===== config.mk =====
export PLATFORM = sky130hd
export DESIGN_NAME = command_encoder
export DESIGN_NICKNAME = d
export VERILOG_FILES = /design/src/rtl/command_encoder.sv
export SDC_FILE = /design/constraint.sdc
export NUM_CORES = 2
export LEC_CHECK = 0
export ABC_AREA = 0
export ABC_CLOCK_PERIOD_IN_PS = 35200
export CAP_MARGIN = 30
export CORE_MARGIN = 10
export CORE_UTILIZATION = 45
export DETAILED_ROUTE_END_ITERATION = 10
export PLACE_DENSITY = 0.77
export SETUP_SLACK_MARGIN = 0.1
export SYNTH_ARGS = -nofsm -noshare
export SYNTH_HDL_FRONTEND = slang
export SYNTH_SLANG_ARGS = --single-unit
export TNS_END_PERCENT = 10

===== constraint.sdc =====
create_clock -name clk -period 35.2 [get_ports clk]
set_input_delay 7.04 -clock clk [delete_from_list [all_inputs] [get_ports clk]]
set_output_delay 7.04 -clock clk [all_outputs]
set_load 0.005 [all_outputs]

===== src/rtl/command_encoder.sv =====
// Serialises one opcode+payload command into the receiver's byte stream and
// checks the receiver's byte echo against a small FIFO of sent bytes.
module command_encoder #(
  parameter int unsigned MAX_PAYLOAD_BYTES = 64,
  parameter int unsigned TRI_BYTES         = 36,
  parameter int unsigned SCENE_BYTES       = 40,
  parameter int unsigned XFORM_BYTES       = 48,
  parameter int unsigned ECHO_DEPTH        = 8
) (
  input  logic                           clk,
  input  logic                           rst,
  input  logic                           req_s_valid,
  output logic                           req_s_ready,
  input  logic [7:0]                     req_s_opcode,
  input  logic [8*MAX_PAYLOAD_BYTES-1:0] req_s_payload,
  output logic                           cmd_m_valid,
  input  logic                           cmd_m_ready,
  output logic [7:0]                     cmd_m_data,
  input  logic                           echo_s_valid,
  input  logic [7:0]                     echo_s_data,
  output logic                           busy,
  output logic                           err_opcode,
  output logic                           echo_mismatch,
  output logic [15:0]                    mismatch_count
);

  localparam int unsigned LenW = $clog2(MAX_PAYLOAD_BYTES + 1);
  localparam int unsigned IdxW = (MAX_PAYLOAD_BYTES > 1) ? $clog2(MAX_PAYLOAD_BYTES) : 1;
  localparam int unsigned PtrW = $clog2(ECHO_DEPTH);
  localparam int unsigned CntW = PtrW + 1;

  typedef enum logic [1:0] {StIdle, StSendOp, StSendPay} state_e;

  state_e                         state_q, state_d;
  logic [8*MAX_PAYLOAD_BYTES-1:0] payload_q, payload_d;
  logic [LenW-1:0]                bytes_left_q, bytes_left_d;
  logic [7:0]                     data_q, data_d;
  logic                           err_q, err_d;

  logic [7:0]      fifo_mem_q [ECHO_DEPTH];
  logic [PtrW-1:0] wr_ptr_q, rd_ptr_q;
  logic [CntW-1:0] fifo_cnt_q;
  logic            fifo_full, fifo_empty, push, pop;
  logic            mm_q, mm_d;
  logic [15:0]     mcount_q;

  logic [LenW-1:0] req_len;
  logic            req_known;
  logic [LenW-1:0] sel_len;
  logic [IdxW-1:0] sel_idx;
  logic [7:0]      pay_sel;
  logic            hs;

  always_comb begin
    req_len   = '0;
    req_known = 1'b1;
    case (req_s_opcode)
      8'h55, 8'hA0: req_len = LenW'(1);
      8'hA1:        req_len = LenW'(TRI_BYTES);
      8'hB0:        req_len = LenW'(SCENE_BYTES);
      8'hC0:        req_len = LenW'(XFORM_BYTES);
      default:      req_known = 1'b0;
    endcase
  end

  assign fifo_full   = (fifo_cnt_q == CntW'(ECHO_DEPTH));
  assign fifo_empty  = (fifo_cnt_q == '0);
  // A full echo FIFO holds the pending byte back until the receiver catches up.
  assign cmd_m_valid = (state_q != StIdle) && !fifo_full;
  assign hs          = cmd_m_valid && cmd_m_ready;
  assign push        = hs;
  assign pop         = echo_s_valid && !fifo_empty;

  // Index of the byte to load after the current handshake (MSB first).
  assign sel_len = (state_q == StSendOp) ? bytes_left_q - LenW'(1) : bytes_left_q - LenW'(2);
  assign sel_idx = sel_len[IdxW-1:0];
  assign pay_sel = payload_q[{sel_idx, 3'b000} +: 8];

  always_comb begin
    state_d      = state_q;
    payload_d    = payload_q;
    bytes_left_d = bytes_left_q;
    data_d       = data_q;
    err_d        = 1'b0;
    unique case (state_q)
      StIdle: begin
        if (req_s_valid) begin
          if (req_known) begin
            state_d      = StSendOp;
            bytes_left_d = req_len;
            data_d       = req_s_opcode;
            payload_d    = req_s_payload;
            if (req_s_opcode == 8'h55) begin
              payload_d      = '0;
              payload_d[7:0] = 8'h55;
            end
          end else begin
            err_d = 1'b1;
          end
        end
      end
      StSendOp: begin
        if (hs) begin
          state_d = StSendPay;
          data_d  = pay_sel;
        end
      end
      StSendPay: begin
        if (hs) begin
          bytes_left_d = bytes_left_q - LenW'(1);
          if (bytes_left_q == LenW'(1)) begin
            state_d = StIdle;
          end else begin
            data_d = pay_sel;
          end
        end
      end
      default: state_d = StIdle;
    endcase
  end

  always_ff @(posedge clk or posedge rst) begin
    if (rst) begin
      state_q      <= StIdle;
      payload_q    <= '0;
      bytes_left_q <= '0;
      data_q       <= '0;
      err_q        <= 1'b0;
    end else begin
      state_q      <= state_d;
      payload_q    <= payload_d;
      bytes_left_q <= bytes_left_d;
      data_q       <= data_d;
      err_q        <= err_d;
    end
  end

  // An echo with nothing outstanding also counts as a mismatch.
  assign mm_d = echo_s_valid && (fifo_empty || (fifo_mem_q[rd_ptr_q] != echo_s_data));

  always_ff @(posedge clk) begin
    if (push) begin
      fifo_mem_q[wr_ptr_q] <= data_q;
    end
  end

  always_ff @(posedge clk or posedge rst) begin
    if (rst) begin
      wr_ptr_q   <= '0;
      rd_ptr_q   <= '0;
      fifo_cnt_q <= '0;
      mm_q       <= 1'b0;
      mcount_q   <= '0;
    end else begin
      if (push) begin
        wr_ptr_q <= wr_ptr_q + PtrW'(1);
      end
      if (pop) begin
        rd_ptr_q <= rd_ptr_q + PtrW'(1);
      end
      case ({push, pop})
        2'b10:   fifo_cnt_q <= fifo_cnt_q + CntW'(1);
        2'b01:   fifo_cnt_q <= fifo_cnt_q - CntW'(1);
        default: fifo_cnt_q <= fifo_cnt_q;
      endcase
      mm_q <= mm_d;
      if (mm_d && (mcount_q != 16'hFFFF)) begin
        mcount_q <= mcount_q + 16'd1;
      end
    end
  end

  assign req_s_ready    = (state_q == StIdle);
  assign busy           = (state_q != StIdle);
  assign cmd_m_data     = data_q;
  assign err_opcode     = err_q;
  assign echo_mismatch  = mm_q;
  assign mismatch_count = mcount_q;

endmodule

* Word-level counts from Yosys, hierarchy flattened
Memory sizes are Yosys's and may differ from the RTL's.
Index checks and enable logic that the tools add are counted.
** Word-level totals
- Input port bits :: 533
- Output and inout bits :: 29
- Memories :: 1
- Bits in latches :: 0
- Bits in read-only memories :: 0
- Bits in registers :: 557
- RAM bits :: 64
** Memory list
- fifo_mem_q :: depth 8, bits a word 8, read ports 1, clocked after memory_dff 0, write ports 1, line 40 : logic [7:0] fifo_mem_q [ECHO_DEPTH];
** Cells by class
- Muxes and demuxes :: 26
- Add/sub/neg operators :: 7
- Shift-type cells :: 1
- Magnitude comparators :: 0
- $mul :: 0
- Equal/unequal tests :: 19
- Reduce and logical (&&, ||, !) cells :: 20
- Div/mod/pow operators :: 0
- Bitwise logic cells :: 0
** Operators with widths (count)
- 2-to-1 mux 512 bit :: 1
- indexed part select 512 x 10 -> 8 bit :: 1
- 2-to-1 mux 8 bit :: 5
- == test 8 bit (second input constant) :: 4
- one-hot mux 6 bit (4 select lines) :: 1
- one-hot mux 8 bit (3 select lines) :: 1
- 2-to-1 mux 7 bit :: 3
- adder 16 x 1 -> 16 bit (second input constant) :: 1
- inequality test 16 bit (second input constant) :: 1
- one-hot mux 7 bit (2 select lines) :: 1
- 2-to-1 mux 2 bit :: 5
- inequality test 2 bit (second input constant) :: 5
- == test 8 x 7 -> 1 bit (second input constant) :: 1
- inequality test 8 bit :: 1
- one-hot mux 4 bit (2 select lines) :: 1
- == test 7 x 1 -> 1 bit (second input constant) :: 1
- subtractor 7 x 1 -> 7 bit (second input constant) :: 1
- adder 3 x 1 -> 3 bit (second input constant) :: 2
- 2-to-1 mux 1 bit :: 6
- 2-to-1 mux 6 bit :: 1
- one-hot mux 2 bit (3 select lines) :: 1
- AND reduction 6 bit :: 1
- nonzero test 2 bit :: 3
- subtractor 6 x 2 -> 6 bit (second input constant) :: 1
- other kinds (17) :: 24

* Longest topological paths before layout
- Depth after elaboration :: 6
- Gate-level depth with buffers :: 13
- Depth with buffers taken out :: 12

* Worst setup path after synthesis
No wires, ideal clock.
- Path kind :: input port to flip-flop
- From :: input port req_s_opcode[1]
- To :: register payload_q[140]
- Path buffers :: 4
- Cell stages on the path :: 10
- Arrival time :: 8664 ps
- Slack :: 26402 ps
- Path through :: nor2_1 > nand3b_1 > o22ai_1 > nand3_1 > buf_2 > clkbuf_1 > buf_2 > buf_2 > nand2_1 > o21ai_0
** On the way
- Longest elaborated chain between the ends :: 4
- Elaborated cells on any way between the ends :: 9
** Ends and longest elaborated chain
- from (decl) :: line 14 : input logic [7:0] req_s_opcode,
- == test 8 x 7 -> 1 bit / == test 8 bit (equally long branches) :: line 57, 93
- OR reduction 5 bit (no line)
- 2-to-1 mux 1 bit :: line 57 : case (req_s_opcode)
- AND reduction 3 bit (no line)
- to (signal assigned) :: line 131 : payload_q <= payload_d;
- to (decl) :: line 35 : logic [8*MAX_PAYLOAD_BYTES-1:0] payload_q, payload_d;
Parallel ways exist; a longest one is shown, timed or not.
A chain may end at the register's enable or synchronous reset.

* Final worst setup path
- From :: input port req_s_opcode[4]
- To :: register payload_q[496]
Same word-level chain as after synthesis.

==> flow_metrics.env <==
export IMPL_fin_crit_ns=11.33
export IMPL_relSlewSlack_pct=27.27
export IMPL_switching_share_pct=36.14
export IMPL_areaGrowthSynthToFinish_pct=29.13
export IMPL_crit_path_max_fanout=263
export IMPL_cp_start_kind="input pin"
export IMPL_p_sw_mw=0.9917
export IMPL_critPathSlowestCell="buf_4"
export IMPL_cpPeakStageDelay_ns=0.85
export IMPL_ys_dominant_reg_cell="dfrtp_1"
export IMPL_hold_ws_ns=0.4736
export IMPL_grt_pass1_wl_um=141900
export IMPL_yosysSeqAreaShare_pct=54.23
export IMPL_required_ns=35.63
export IMPL_async_reset_ff_share_pct=89.69
export IMPL_fp_dieW_um=274.9
export IMPL_initialDrtViolationCount=2045
export IMPL_ys_ff_latch=621
export IMPL_rows=93
export IMPL_p_int_mw=1.752
export IMPL_cts_buffers=69
export IMPL_status="complete, no violations"
export IMPL_post_cts_buffers=0
export IMPL_worstSetupEndpointType="flip-flop"
export IMPL_drive_gt1_share_pct=9.186
export IMPL_grt_max_degree=264
export IMPL_antenna_found_initial=39
export IMPL_final_common_cell="nand2_1"
export IMPL_cp_common_cell="buf_4"
export IMPL_ctsHtreeMaxLevel=3
export IMPL_avgSynthCellArea_um2=9.934
export IMPL_clockPowerShare_pct=26.8
export IMPL_combPwrFrac_pct=36.8
export IMPL_hold_violations=0
export IMPL_cp_arrival_ns=11.76
export IMPL_ioPinCount=562
export IMPL_dp_cells=4169
export IMPL_hold_depth=2
export IMPL_nets=3935
export IMPL_hp_class="flip-flop to flip-flop"
export IMPL_tritoncts="built"
export IMPL_seqPwrFrac_pct=36.4
export IMPL_clk_path_buf_depth=3
export IMPL_netlist_top_cells_area="dfrtp_1, nand2_1, mux4_2, o21ai_0, edfxtp_1"
export IMPL_max_freq_mhz=88.27
export IMPL_synthDistinctLibCells=65
export IMPL_use_met2_pct=40.04
export IMPL_port_buffers=561
export IMPL_min_period_over_period_pct=32.19
export IMPL_synth_nets=3491
export IMPL_track_usage_pct=24.63
export IMPL_clkTransAtPathRegs_ns=0.06
export IMPL_postCtsHoldBufs=0
export IMPL_gp_congestion=0.8827
export IMPL_antenna_left=0
export IMPL_drt_wl_total_um=95610
export IMPL_drt_pass1_iterations=6
export IMPL_grt_pass1_vias=23440
export IMPL_r2r_cells=11
export IMPL_yosysWarnings=0
export IMPL_final_max_slew_viol_count=0
export IMPL_wire_per_inst_um=22.09
export IMPL_final_cell_mix="nand2_1, clkdlybuf4s50_1, dfrtp_1"
export IMPL_dpl_hpwl_um=68850
export IMPL_num_vias=23540
export IMPL_use_met1_pct=31.08
export IMPL_p_leak_nw=17.14
export IMPL_path_cells="clkdlybuf4s50_1, and4bb_2, a22oi_1, o22ai_1, nand3_4, buf_12, buf_4, buf_4, o21ai_0"
export IMPL_insertion_delay_ns=0.61
export IMPL_syn_area_um2=29240
export IMPL_vdd_ir_drop_max_v=0.00006179
export IMPL_finalSetupTns_ns=0
export IMPL_final_cells=4328
export IMPL_post_route_drc_count=0
export IMPL_yosys_area_top_type="dfrtp_1"
export IMPL_die_area_um2=75580
export IMPL_cts_sinks=621
export IMPL_tightest_slew_ns=1.091
export IMPL_syn_inst=2944
export IMPL_setup_viol=0
export IMPL_synth_top_area_share_pct=47.66
export IMPL_vias_per_cell=5.439
export IMPL_critPathKind="input pin to flip-flop"
export IMPL_synth_edff_count=64
export IMPL_grt_ovfl_total=0
export IMPL_grtUsageMet3_pct=6.009
export IMPL_grt_setup_unrepaired="false"
export IMPL_maxCapViolCount=0
export IMPL_ctsResizeCount=0
export IMPL_cts_root_buffer="clkbuf_16"
export IMPL_skew_ns=0.02454
export IMPL_core_um2=64350
export IMPL_power_density_nw_per_um2=72.67
export IMPL_fp_dieH_um=274.9
export IMPL_busiest_layer="met2"
export IMPL_initial_core_util_pct=45.45
==> power by group through the flow <==
stage	logic (mW)	clock network, mW	registers [mW]
2_1_floorplan	0.658	0	0.963
3_3_place_gp	0.994	0	1.00
3_5_place_dp	1.02	0	1.01
4_1_cts	1.02	0.749	0.997
5_1_grt	1.10	0.778	1.02
6_report	1.01	0.734	1.00
==> metal layers <==
| metal | share of wire, % | routed length, µm | up-vias |
|---|---|---|---|
| li1 | - | - | 11060 |
| met1 | 40 | 38040 | 11500 |
| met2 | 49 | 47090 | 815 |
| met3 | 7.5 | 7160 | 159 |
| met4 | 3.4 | 3218 | 18 |
| met5 | 0.11 | 103 | - |
==> final cells by class <==
| class | count | area (µm²) |
|---|---|---|
| Multi-Input combinational cell | 2083 | 12380 |
| Clock inverter | 31 | 394.1 |
| Timing Repair Buffer | 602 | 6021 |
| Fill cell | 5321 | 26590 |
| Tap cell | 855 | 1070 |
| Inverter | 11 | 61.31 |
| Antenna cell | 33 | 82.58 |
| Sequential cell | 621 | 15860 |
| Clock buffer | 92 | 1894 |
==> cell families (layout without fill, tap and decap cells) <==
kind of cell	Yosys count	after routing	share of synthesized area, %
buffers and inverters	240	736	3.671
muxes	173	173	11.96
xor gates and xnor gates	34	34	1.044
other	0	33	0
DFF	621	621	54.23
and+or+nand+nor	1216	1216	16.60
adders and majority gates	14	14	0.5990
AOI/OAI and AO/OA	646	646	11.89
==> metrics by stage <==
step | util (%) | setup slack [ns] | cell area (µm²) | total power [mW]
2_1_floorplan | - | 12.58 | 29240 | 1.621
3_3_place_gp | 54.85 | 23.53 | 35290 | 1.994
3_5_place_dp | 54.90 | 23.41 | 35330 | 2.025
4_1_cts | 58.46 | 24.03 | 37620 | 2.767
5_1_grt | 58.66 | 23.45 | 37750 | 2.890
6_report | 58.68 | 23.87 | 37760 | 2.744
==> critical path: cells and delay by family <==
kind / cells / cell delay [ns]
AO/OA/AOI/OAI: 3 / 0.59
buffers and inverters: 4 / 2.80
AND/OR/NAND/NOR: 2 / 0.93
==> final timing paths <==
check	to	slack (ns)	start
min in group asynchronous	payload_q[76]$_DFFE_PP0P_	6.95	rst
max reg2reg	cmd_m_data[0]$_DFFE_PP0P_	29.95	state_q[1]$_DFFE_PP0P_
max	payload_q[496]$_DFFE_PP0P_	23.87	req_s_opcode[4]
min reg2reg	payload_q[310]$_DFFE_PP0P_	0.47	payload_q[310]$_DFFE_PP0P_
max in group asynchronous	payload_q[447]$_DFFE_PP0P_	25.88	rst
min	payload_q[310]$_DFFE_PP0P_	0.47	payload_q[310]$_DFFE_PP0P_
==> Yosys cell counts (2+ instances only) <==
| cell | count |
|---|---|
| nand3_1 | 22 |
| a22oi_1 | 29 |
| nand3b_1 | 6 |
| and3_1 | 11 |
| dfrtp_1 | 557 |
| and2_1 | 2 |
| or3_1 | 2 |
| buf_2 | 58 |
| nand4_1 | 14 |
| a21oi_1 | 44 |
| nor3_1 | 22 |
| nor3b_1 | 3 |
| nand2_1 | 1069 |
| nor2b_1 | 4 |
| a31o_2 | 2 |
| a311oi_1 | 7 |
| buf_6 | 8 |
| a22o_1 | 2 |
| a41oi_1 | 2 |
| nor2_1 | 33 |
| o221ai_1 | 9 |
| edfxtp_1 | 64 |
| o22a_1 | 7 |
| inv_1 | 10 |
| nor4_1 | 3 |
| o22ai_1 | 3 |
| and4_1 | 4 |
| o21ai_0 | 519 |
| xnor2_1 | 27 |
| mux4_2 | 140 |
| mux2i_1 | 22 |
| ha_1 | 14 |
| a31oi_1 | 11 |
| buf_1 | 7 |
| xor2_1 | 6 |
| clkbuf_1 | 153 |
| mux2_2 | 10 |
| nand2b_1 | 10 |
| o211ai_1 | 2 |
==> registers in the layout (all words and copies together) (netlist names) <==
name	flops
fifo_mem_q	64
state_q	2
cmd_m_data	8
payload_q	512
fifo_cnt_q	4
bytes_left_q	7
echo_mismatch	1
err_opcode	1
rd_ptr_q	3
wr_ptr_q	3
mismatch_count	16
No activity file was read; power rests on OpenSTA's default activity.
